==> src/rtl/alu_pkg.sv <==
// Shared definitions for the ALU execute stage: data width, opcodes,
// instruction field positions and the execute FSM state type.
package alu_pkg;

    localparam int ALU_W = 8;

    localparam logic [3:0] OP_NOP = 4'h0;
    localparam logic [3:0] OP_ADD = 4'h1;
    localparam logic [3:0] OP_SUB = 4'h2;
    localparam logic [3:0] OP_AND = 4'h3;
    localparam logic [3:0] OP_OR  = 4'h4;
    localparam logic [3:0] OP_XOR = 4'h5;
    localparam logic [3:0] OP_MOV = 4'h6;
    localparam logic [3:0] OP_SHL = 4'h7;
    localparam logic [3:0] OP_SHR = 4'h8;
    localparam logic [3:0] OP_LDI = 4'h9;
    localparam logic [3:0] OP_MUL = 4'hA;
    localparam logic [3:0] OP_OUT = 4'hB;
    localparam logic [3:0] OP_HLT = 4'hC;

    localparam int OP_MSB = 7;
    localparam int OP_LSB = 4;
    localparam int RD_MSB = 3;
    localparam int RD_LSB = 2;
    localparam int RS_MSB = 1;
    localparam int RS_LSB = 0;

    typedef enum logic [1:0] {
        RUN  = 2'd0,
        IMM  = 2'd1,
        MUL  = 2'd2,
        HALT = 2'd3
    } state_t;

endpackage

==> src/rtl/alu_mul8.sv <==
// Iterative 8x8 shift-add multiplier. Operands are captured on start; one
// partial product is accumulated per cycle over eight cycles. done is high
// during the eighth cycle, when product already carries the full result.
module alu_mul8
    import alu_pkg::*;
(
    input  logic                 CLK,
    input  logic                 RST_N,
    input  logic                 start,
    input  logic [ALU_W-1:0]     a,
    input  logic [ALU_W-1:0]     b,
    output logic [2*ALU_W-1:0]   product,
    output logic                 done
);

    logic [2*ALU_W-1:0] r_mcand;
    logic [ALU_W-1:0]   r_mplier;
    logic [2*ALU_W-1:0] r_acc;
    logic [2:0]         r_cnt;
    logic               r_busy;
    logic [2*ALU_W-1:0] w_sum;

    // Accumulator plus the current partial product (multiplicand if the low multiplier bit is set)
    always_comb begin
        w_sum = r_acc;
        if (r_mplier[0]) begin
            w_sum = r_acc + r_mcand;
        end
    end

    // Capture operands on start, then shift and accumulate one bit per cycle
    always_ff @(posedge CLK or negedge RST_N) begin
        if (!RST_N) begin
            r_mcand  <= '0;
            r_mplier <= '0;
            r_acc    <= '0;
            r_cnt    <= '0;
            r_busy   <= 1'b0;
        end else if (start) begin
            r_mcand  <= {{ALU_W{1'b0}}, a};
            r_mplier <= b;
            r_acc    <= '0;
            r_cnt    <= '0;
            r_busy   <= 1'b1;
        end else if (r_busy) begin
            r_acc    <= w_sum;
            r_mcand  <= r_mcand << 1;
            r_mplier <= r_mplier >> 1;
            r_cnt    <= r_cnt + 3'd1;
            if (r_cnt == 3'd7) begin
                r_busy <= 1'b0;
            end
        end
    end

    assign product = w_sum;
    assign done    = r_busy && (r_cnt == 3'd7);

endmodule

==> src/rtl/alu_exec_unit.sv <==
// Execute stage: decodes the instruction byte stream, runs it against a
// 4x8 register file, keeps Z/C flags and drives the OUT port. LDI takes a
// second raw byte, MUL is handed to the iterative multiplier.
module alu_exec_unit
    import alu_pkg::*;
#(
    parameter bit HALT_ON_ILLEGAL = 1'b0
) (
    input  logic             CLK,
    input  logic             RST_N,
    input  logic [7:0]       instr,
    input  logic             instr_valid,
    output logic             instr_ready,
    output logic [7:0]       out_data,
    output logic             out_valid,
    output logic             flag_z,
    output logic             flag_c,
    output logic             halted,
    output logic             illegal
);

    state_t             r_state;
    state_t             w_next_state;
    logic [ALU_W-1:0]   r_regs [4];
    logic [1:0]         r_dest_rd;
    logic               r_flag_z;
    logic               r_flag_c;
    logic               r_out_valid;
    logic [ALU_W-1:0]   r_out_data;
    logic               r_illegal;

    logic               w_accept;
    logic               w_run_accept;
    logic [3:0]         w_op;
    logic [1:0]         w_rd;
    logic [1:0]         w_rs;
    logic [ALU_W-1:0]   w_opa;
    logic [ALU_W-1:0]   w_opb;
    logic [ALU_W:0]     w_sum9;
    logic [ALU_W-1:0]   w_res;
    logic               w_carry;
    logic               w_wr_en;
    logic               w_flag_en;
    logic               w_is_out;
    logic               w_is_illegal;
    logic               w_mul_start;
    logic               w_mul_done;
    logic [2*ALU_W-1:0] w_product;

    assign instr_ready  = (r_state == RUN) || (r_state == IMM);
    assign w_accept     = instr_valid && instr_ready;
    assign w_run_accept = w_accept && (r_state == RUN);
    assign w_op         = instr[OP_MSB:OP_LSB];
    assign w_rd         = instr[RD_MSB:RD_LSB];
    assign w_rs         = instr[RS_MSB:RS_LSB];
    assign w_opa        = r_regs[w_rd];
    assign w_opb        = r_regs[w_rs];

    alu_mul8 u_mul (
        .CLK     (CLK),
        .RST_N   (RST_N),
        .start   (w_mul_start),
        .a       (w_opa),
        .b       (w_opb),
        .product (w_product),
        .done    (w_mul_done)
    );

    // Decode an accepted RUN-state byte into a result, carry and write/flag enables
    always_comb begin
        w_sum9       = '0;
        w_res        = '0;
        w_carry      = 1'b0;
        w_wr_en      = 1'b0;
        w_flag_en    = 1'b0;
        w_is_out     = 1'b0;
        w_is_illegal = 1'b0;
        w_mul_start  = 1'b0;
        if (w_run_accept) begin
            case (w_op)
                OP_ADD: begin
                    w_sum9    = {1'b0, w_opa} + {1'b0, w_opb};
                    w_res     = w_sum9[ALU_W-1:0];
                    w_carry   = w_sum9[ALU_W];
                    w_wr_en   = 1'b1;
                    w_flag_en = 1'b1;
                end
                OP_SUB: begin
                    w_sum9    = {1'b0, w_opa} - {1'b0, w_opb};
                    w_res     = w_sum9[ALU_W-1:0];
                    w_carry   = w_sum9[ALU_W];
                    w_wr_en   = 1'b1;
                    w_flag_en = 1'b1;
                end
                OP_AND: begin
                    w_res     = w_opa & w_opb;
                    w_wr_en   = 1'b1;
                    w_flag_en = 1'b1;
                end
                OP_OR: begin
                    w_res     = w_opa | w_opb;
                    w_wr_en   = 1'b1;
                    w_flag_en = 1'b1;
                end
                OP_XOR: begin
                    w_res     = w_opa ^ w_opb;
                    w_wr_en   = 1'b1;
                    w_flag_en = 1'b1;
                end
                OP_MOV: begin
                    w_res     = w_opb;
                    w_wr_en   = 1'b1;
                end
                OP_SHL: begin
                    w_res     = {w_opa[ALU_W-2:0], 1'b0};
                    w_carry   = w_opa[ALU_W-1];
                    w_wr_en   = 1'b1;
                    w_flag_en = 1'b1;
                end
                OP_SHR: begin
                    w_res     = {1'b0, w_opa[ALU_W-1:1]};
                    w_carry   = w_opa[0];
                    w_wr_en   = 1'b1;
                    w_flag_en = 1'b1;
                end
                OP_MUL: begin
                    w_mul_start = 1'b1;
                end
                OP_OUT: begin
                    w_is_out = 1'b1;
                end
                OP_NOP, OP_LDI, OP_HLT: begin
                end
                default: begin
                    w_is_illegal = 1'b1;
                end
            endcase
        end
    end

    // Next-state logic: LDI and MUL leave RUN temporarily, HLT (and optionally illegal) stick in HALT
    always_comb begin
        w_next_state = r_state;
        case (r_state)
            RUN: begin
                if (w_run_accept) begin
                    if (w_op == OP_LDI) begin
                        w_next_state = IMM;
                    end else if (w_op == OP_MUL) begin
                        w_next_state = MUL;
                    end else if (w_op == OP_HLT) begin
                        w_next_state = HALT;
                    end else if (w_is_illegal && HALT_ON_ILLEGAL) begin
                        w_next_state = HALT;
                    end
                end
            end
            IMM: begin
                if (w_accept) begin
                    w_next_state = RUN;
                end
            end
            MUL: begin
                if (w_mul_done) begin
                    w_next_state = RUN;
                end
            end
            HALT: begin
                w_next_state = HALT;
            end
            default: begin
                w_next_state = RUN;
            end
        endcase
    end

    // State register
    always_ff @(posedge CLK or negedge RST_N) begin
        if (!RST_N) begin
            r_state <= RUN;
        end else begin
            r_state <= w_next_state;
        end
    end

    // Remember the destination register of an LDI or MUL for its later write
    always_ff @(posedge CLK or negedge RST_N) begin
        if (!RST_N) begin
            r_dest_rd <= '0;
        end else if (w_run_accept) begin
            r_dest_rd <= w_rd;
        end
    end

    // Register file: single-cycle results, LDI data byte, and multiplier result
    always_ff @(posedge CLK or negedge RST_N) begin
        if (!RST_N) begin
            for (int i = 0; i < 4; i++) begin
                r_regs[i] <= '0;
            end
        end else begin
            if (w_wr_en) begin
                r_regs[w_rd] <= w_res;
            end
            if ((r_state == IMM) && w_accept) begin
                r_regs[r_dest_rd] <= instr;
            end
            if ((r_state == MUL) && w_mul_done) begin
                r_regs[r_dest_rd] <= w_product[ALU_W-1:0];
            end
        end
    end

    // Zero and carry flags, updated by ALU ops and on multiplier completion
    always_ff @(posedge CLK or negedge RST_N) begin
        if (!RST_N) begin
            r_flag_z <= 1'b0;
            r_flag_c <= 1'b0;
        end else if (w_flag_en) begin
            r_flag_z <= (w_res == '0);
            r_flag_c <= w_carry;
        end else if ((r_state == MUL) && w_mul_done) begin
            r_flag_z <= (w_product[ALU_W-1:0] == '0);
            r_flag_c <= (w_product[2*ALU_W-1:ALU_W] != '0);
        end
    end

    // OUT port and one-cycle status pulses
    always_ff @(posedge CLK or negedge RST_N) begin
        if (!RST_N) begin
            r_out_data  <= '0;
            r_out_valid <= 1'b0;
            r_illegal   <= 1'b0;
        end else begin
            r_out_valid <= w_is_out;
            r_illegal   <= w_is_illegal;
            if (w_is_out) begin
                r_out_data <= w_opb;
            end
        end
    end

    assign out_data  = r_out_data;
    assign out_valid = r_out_valid;
    assign flag_z    = r_flag_z;
    assign flag_c    = r_flag_c;
    assign illegal   = r_illegal;
    assign halted    = (r_state == HALT);

endmodule

==> config.mk <==
export PLATFORM = sky130hd
export DESIGN_NAME = alu_exec_unit
export DESIGN_NICKNAME = d
export VERILOG_FILES = /design/src/rtl/alu_pkg.sv /design/src/rtl/alu_mul8.sv /design/src/rtl/alu_exec_unit.sv
export SDC_FILE = /design/constraint.sdc
export NUM_CORES = 1
export LEC_CHECK = 0
export ABC_AREA = 1
export BUFFER_PORTS_ARGS = -buffer_cell sky130_fd_sc_hd__buf_2
export CELL_PAD_IN_SITES_DETAIL_PLACEMENT = 1
export CELL_PAD_IN_SITES_GLOBAL_PLACEMENT = 1
export CORE_MARGIN = 1
export CORE_UTILIZATION = 30
export CTS_BUF_LIST = sky130_fd_sc_hd__clkbuf_2
export DETAILED_ROUTE_END_ITERATION = 8
export GPL_ROUTABILITY_DRIVEN = 0
export PLACE_DENSITY = 0.56
export REMOVE_ABC_BUFFERS = 1
export SLEW_MARGIN = 20
export SYNTH_ARGS = -nofsm -noshare
export SYNTH_HDL_FRONTEND = slang
export SYNTH_SLANG_ARGS = --single-unit
==> constraint.sdc <==
create_clock -name CLK -period 3.3 [get_ports CLK]
set_input_delay 0 -clock CLK [delete_from_list [all_inputs] [get_ports CLK]]
set_output_delay 0 -clock CLK [all_outputs]
set_load 0.05 [all_outputs]
* After elaboration in Yosys (flattened, before gate mapping)
Cells that the tools add are included.
** Word-level totals
- Bits in registers :: 92
- Input bits :: 11
- Output and inout bits :: 14
** Cells by class
- Mux-type cells :: 53
- Reductions and logical operators :: 19
- Bitwise gates (word level) :: 6
- Equality and inequality tests :: 20
- Add/subtract/negate cells :: 4
- Order comparisons :: 5
** Operator list (number)
- 32-bit bitwise mux :: 3
- 32-bit 2-to-1 mux :: 3
- 16-bit 2-to-1 mux :: 5
- 8-bit 2-to-1 mux :: 9
- 8-bit one-hot mux with 8 select lines :: 1
- 8-bit binary-select mux with 2-bit select :: 2
- 8-bit demux with 2-bit select :: 2
- 4-bit == test, second input constant :: 5
- 1-bit 2-to-1 mux :: 18
- 16-bit adder :: 1
- 4-bit by 3-bit == test with 1-bit output, second input constant :: 4
- 8-bit logical NOT :: 2
- 13-bit OR reduction :: 1
- 2-bit 2-to-1 mux :: 6
- 8-bit by 8-bit adder with 9-bit output :: 1
- 3-bit greater-or-equal comparator, second input constant :: 3
- 2-bit inverter with 3-bit output :: 3
- 8-bit by 8-bit subtractor with 9-bit output :: 1
- 8-bit bitwise AND :: 1
- 4-bit by 2-bit == test with 1-bit output, second input constant :: 2
- 8-bit bitwise OR :: 1
- 2-bit one-hot mux with 4 select lines :: 1
- 8-bit nonzero test :: 1
- 8-bit OR reduction :: 1
- other kinds (18) :: 30

* Longest topological paths before layout
- Depth in word-level cells :: 13
- Depth in mapped cells :: 21
- Depth with buffers taken out :: 21

* Hierarchy
A second synthesis with hierarchy kept.
** Unflattened totals
- Cells, all modules :: 1174
- Area, all modules :: 7632.3 sq um
** Modules (own cells, without submodules)
- alu_exec_unit :: instances 1, sequential area each 1201.2 sq um, area an instance 4773.3 sq um, cells each 784
- alu_mul8 :: instances 1, sequential area each 1101.1 sq um, area an instance 2859.0 sq um, cells each 390

* Worst setup path after synthesis
No wires, ideal clock.
- Path kind :: reg2reg
- From :: reg r_regs[16] (netlist bit)
- To :: reg r_regs[26] (netlist bit)
- Setup time :: 136 ps
- Data required time :: 3164 ps
- Period minus slack after synthesis :: 2383 ps
- Slack :: 917 ps
- Path buffers :: 0
- Data arrival time :: 2247 ps
- Cell stages (with the launch flop) :: 15
- Cells stage by stage :: dfrtp_1 -> nand2_1 -> nand3_1 -> and2_1 -> ha_1 -> fa_1 -> xor2_1 -> a22oi_1 -> nand3b_1 -> nor2_1 -> nor2_1 -> nand2_1 -> nand2_1 -> o211ai_1 -> o21ai_0
** Between the ends
- Word-level cells in the longest chain between the ends :: 12
- Elaborated cells on any way between the ends :: 16
- Those cells by class :: 2 x add/sub; 14 x mux
** Ends and longest elaborated chain
- start: declaration :: line alu_exec_unit.sv:24 : logic [ALU_W-1:0] r_regs [4];
- start signal: indexed assignment :: line alu_exec_unit.sv:203 : r_regs[w_rd] <= w_res;
- start signal: indexed assignment :: line alu_exec_unit.sv:206 : r_regs[r_dest_rd] <= instr;
- start signal: indexed assignment :: line alu_exec_unit.sv:209 : r_regs[r_dest_rd] <= w_product[ALU_W-1:0];
- 8-bit binary-select mux with 2-bit select * :: line alu_exec_unit.sv:57 : assign w_opb = r_regs[w_rs];
- 8-bit 2-to-1 mux (not written as such) * (2 in series) :: line alu_exec_unit.sv:57
- net u_mul.b[0] :: line alu_mul8.sv:11 : input logic [ALU_W-1:0] b,
- 8-bit by 8-bit subtractor with 9-bit output / 8-bit by 8-bit adder with 9-bit output (equally long branches) :: line alu_exec_unit.sv:89, alu_exec_unit.sv:82
- 8-bit one-hot mux with 8 select lines * :: line alu_exec_unit.sv:80 : case (w_op)
- 8-bit 2-to-1 mux * :: line alu_exec_unit.sv:79 : if (w_run_accept) begin
- 32-bit bitwise mux * :: line alu_exec_unit.sv:203
- 32-bit 2-to-1 mux * :: line alu_exec_unit.sv:202 : if (w_wr_en) begin
- 32-bit bitwise mux :: line alu_exec_unit.sv:206
- 32-bit 2-to-1 mux * :: line alu_exec_unit.sv:205 : if ((r_state == IMM) && w_accept) begin
- 32-bit bitwise mux :: line alu_exec_unit.sv:209
- 32-bit 2-to-1 mux * :: line alu_exec_unit.sv:208 : if ((r_state == MUL) && w_mul_done) begin
Mark *: on every way through the listed nets, which the timed path passes. The rest lies on a longest branch. The select of a mux whose other input is x is not followed.
A chain may end at the register's enable or synchronous reset.

* Worst setup path in the final report
- From :: reg r_regs[24] (netlist bit)
- To :: reg r_flag_z, in the netlist flag_z
** Between the ends
- Word-level cells in the longest chain between the ends :: 8
- Elaborated cells on any way between the ends :: 15
- Those cells by class :: 2 x add/sub; 9 x mux; 3 x bitwise; 1 x reduce/logical
** Ends and longest elaborated chain
- 8-bit binary-select mux with 2-bit select * :: line alu_exec_unit.sv:57
- 8-bit 2-to-1 mux (not written as such) * (2 in series) :: line alu_exec_unit.sv:57
- net u_mul.b[0] :: line alu_mul8.sv:11
- 8-bit by 8-bit subtractor with 9-bit output, or another cell as far along :: line alu_exec_unit.sv:89 : w_sum9 = {1'b0, w_opa} - {1'b0, w_opb};
- 8-bit one-hot mux with 8 select lines * :: line alu_exec_unit.sv:80
- 8-bit 2-to-1 mux * :: line alu_exec_unit.sv:79
- 8-bit logical NOT * :: line alu_exec_unit.sv:220 : r_flag_z <= (w_res == '0);
- 1-bit 2-to-1 mux * :: line alu_exec_unit.sv:219 : end else if (w_flag_en) begin
- end signal: assignment :: line alu_exec_unit.sv:220
- end signal: assignment :: line alu_exec_unit.sv:223 : r_flag_z <= (w_product[ALU_W-1:0] == '0);
- end: declaration :: line alu_exec_unit.sv:26 : logic r_flag_z;
Marked as above.

==> impl_metrics.py <==
metrics = {
    "logic_synthesis": {
        "synth_seq_cells": 92,
        "synth_area_um2": 7300,
        "ys_types": 41,
        "syn_avg_cell_area_um2": 6.61,
        "ys_warn_count": 0,
        "yosysTopAreaCell": "dfrtp_1",
        "synth_sequential_area_ratio": 0.316,
        "synth_cells": 1104,
        "synth_top_area_share": 0.316,
        "synth.top_cells.by_area": "dfrtp_1 (32%), nand2_1 (17%), inv_1 (7.5%), ha_1 (7.0%), nand3_1 (7.0%)",
    },
    "timing": {
        "slew_viol_final": 0,
        "finalSetupTns_ps": 0,
        "fin_worst_skew_ps": 54.3,
        "tightest_slew_ps": 964,
        "max_freq_ghz": 0.329,
        "min_period_ps": 3040,
        "hold_viol": 0,
        "rsz0062_at_grt": "false",
        "slew_headroom": 0.358,
        "period_share": 0.920,
        "setup_viol": 0,
    },
    "pwr": {
        "clock_power_share": 0.180,
        "ir_worst_vdd_mv": 0.189,
        "p_comb_frac": 0.434,
        "p_sw_frac": 0.459,
        "total_power_w": 0.00355,
        "p_sw_w": 0.00163,
        "sequentialPowerShare": 0.386,
        "p_per_area_nw_per_um2": 426,
        "leakagePower_nw": 4.28,
        "internal-power_w": 0.00192,
    },
    "floorplanning": {
        "start_util": 0.308,
        "ioPinCount": 25,
        "die-area_um2": 25000,
        "die_h_um": 158,
        "design.core.area_um2": 23700,
        "die_width_um": 158,
        "rows": 56,
    },
    "worst_setup_path": {
        "crit_end": "flag_z",
        "worst_r2r_path_depth": 16,
        "worstSetupPathType": "reg2reg",
        "cpLargestDelayFamily": "simple AND/OR/NAND/NOR gates",
        "path_common_cell": "nand2_1",
        "critPathMaxFanout": 4,
        "cpPeakStageDelay_ps": 530,
        "reg2reg_slack_ps": 260,
        "rr_startpoint": "r_regs[24]",
        "critPathRequiredTime_ps": 3870,
        "path_cells": "nand2_1, nand3_1, and2_1, buf_4, ha_1, fa_1, xor2_1, a22oi_1, nand3b_1, nor2_1, nand3_1, nor2_1, nand3_1, nand2_1, nand2_1, nand2_1",
        "critPathSlowestCell": "dfrtp_1",
        "cp.depth": 16,
        "cp-end-kind": "flop",
        "worst_setup_path_start_kind": "flop",
        "arrival_ps": 3610,
        "reg2reg_to": "flag_z",
        "setup.worst_path.start": "r_regs[24]",
        "path_buf_inv": 1,
    },
    "cells_and_area": {
        "finalNetCount": 1229,
        "area.growth.synth_to_final_pct": 14.4,
        "fin_cells": 1499,
        "fin_util": 0.353,
        "final_common_cell": "nand2_1",
        "n_fill_cell": 3134,
        "drive_gt1_frac": 0.108,
        "multi_input_area_um2": 4240,
        "final_cell_mix": "nand2_1 (336), inv_1 (145), nand3_1 (102)",
        "regArea_um2": 2300,
    },
    "grt": {
        "grt_max_degree": 70,
        "grt_pass1_wl_mm": 44.9,
        "track_usage": 0.242,
        "grt_overflow": 0,
        "grt_pass1_vias": 7737,
        "antenna_found_initial": 1,
    },
    "placement": {
        "dp_hpwl_mm": 22.0,
        "dp.cells": 1465,
        "io_buffer_count": 24,
    },
    "clock_tree": {
        "cts_made_buffers": 9,
        "cts_tree": "built",
        "clock-root-buffer": "clkbuf_2",
        "htree_levels": 3,
        "cts_sinks": 92,
        "clk-insertion-delay-late_ps": 650,
        "clockBufferDepth": 2,
        "cts_setup_buffers": 0,
        "clk_pin_slew_ps": 330,
    },
    "routing": {
        "drtAntennaViolNets": 0,
        "drt-pass1-iter-count": 4,
        "viasPerCell": 5.10,
        "drt_iter0_markers": 412,
        "drc_errors": 0,
        "vias": 7643,
        "finalWirelength_mm": 28.8,
        "wire_per_inst_um": 19.2,
    },
    "hold_path": {
        "holdCritStartpoint": "instr[6]",
        "hold_path_class": "in2reg",
    },
    "status": {
        "status": "finished clean",
    },
    "job": {
        "drv_cap": 0,
    },
}
cells by family (layout without fill, tap and decap cells):
logic type / after synthesis / in the layout / share of synthesized area
AO/OA/AOI/OAI: 208 / 208 / 0.163
XOR/XNOR: 7 / 7 / 0.00840
AND/OR/NAND/NOR: 562 / 562 / 0.331
adder cells (fa/ha/maj): 44 / 44 / 0.0785
buffers and inverters: 191 / 266 / 0.104
flip-flops: 92 / 92 / 0.316
other: 0 / 1 / 0
synth_stat cells, drive strengths merged:
master and number:
nand2 344, inv 153, nand3 103, dfrtp 92, o21ai 84, nor2 70
a21oi 63, ha 41, o22ai 22, clkbuf 21, nand4 20, buf 16
o211ai 16, and2 8, o221ai 8, nand3b 6, nor3 5, or2 5
xor2 4, a22oi 3, fa 3, o21a 3, xnor2 3, a211oi 2
a22o 2, a31oi 2, a21o 1, clkinv 1, nor4 1, o2111ai 1
o311ai 1
worst min-delay path by stage:
stage,slack [ps],end,depth (start not counted)
5_1_grt,210,r_regs[30],4
2_1_floorplan,-300,flag_c,0
4_1_cts,180,r_regs[30],4
3_5_place_dp,230,u_mul.r_acc[11],1
3_3_place_gp,260,u_mul.r_acc[11],1
6_report,240,r_regs[30],4
layout make-up:
type,count,area share
antenna,1,0.000300
clock buffer,9,0.00539
clock inverter,7,0.00929
inverter,154,0.0692
multi-input combinational,821,0.508
sequential,92,0.276
tap,319,0.0478
timing repair buffer,96,0.0845
tightest hold or removal path, stage by stage:
cell	delay, ps
dlygate4sd3_1	530
buf_2	170
o211ai_1	110
nand2_1	60
metrics by stage:
stage	setup slack, ps	hold WS, ps	cell area (um2)
after detailed placement	158	230	8050
after global placement	226	256	8050
after global routing	7.13	211	8350
final	264	242	8350
after CTS	245	183	8340
after floorplan	915	-296	7120
layer usage:
layer | wire length (um) | GRT usage
met3 | 845 | 0.0293
met2 | 13900 | 0.416
met1 | 13300 | 0.315
met4 | 746 | 0.0723
met5 | 0 | 0
sequential cells by signal, indices dropped and copies added (netlist names):
| signal | count |
|---|---|
| flag_c | 1 |
| flag_z | 1 |
| illegal | 1 |
| out_data | 8 |
| out_valid | 1 |
| r_dest_rd | 2 |
| r_regs | 32 |
| r_state | 2 |
| u_mul.r_acc | 16 |
| u_mul.r_busy | 1 |
| u_mul.r_cnt | 3 |
| u_mul.r_mcand | 16 |
| u_mul.r_mplier | 8 |
power by group through the flow:
stage          logic (W)  clock network, W  registers (W)
5_1_grt          0.00174          0.000703        0.00139
3_5_place_dp     0.00155                 0        0.00140
4_1_cts          0.00157          0.000667        0.00138
2_1_floorplan   0.000947                 0        0.00136
6_report         0.00154          0.000640        0.00137
3_3_place_gp     0.00153                 0        0.00139
timing repair:
item,CTS,global route
resized for setup,0,1
hold buffers,17,0
endpoints found under the setup margin,0,1
hold endpoints to repair,109,0
Note: power is estimated with default switching activity, not from simulation.
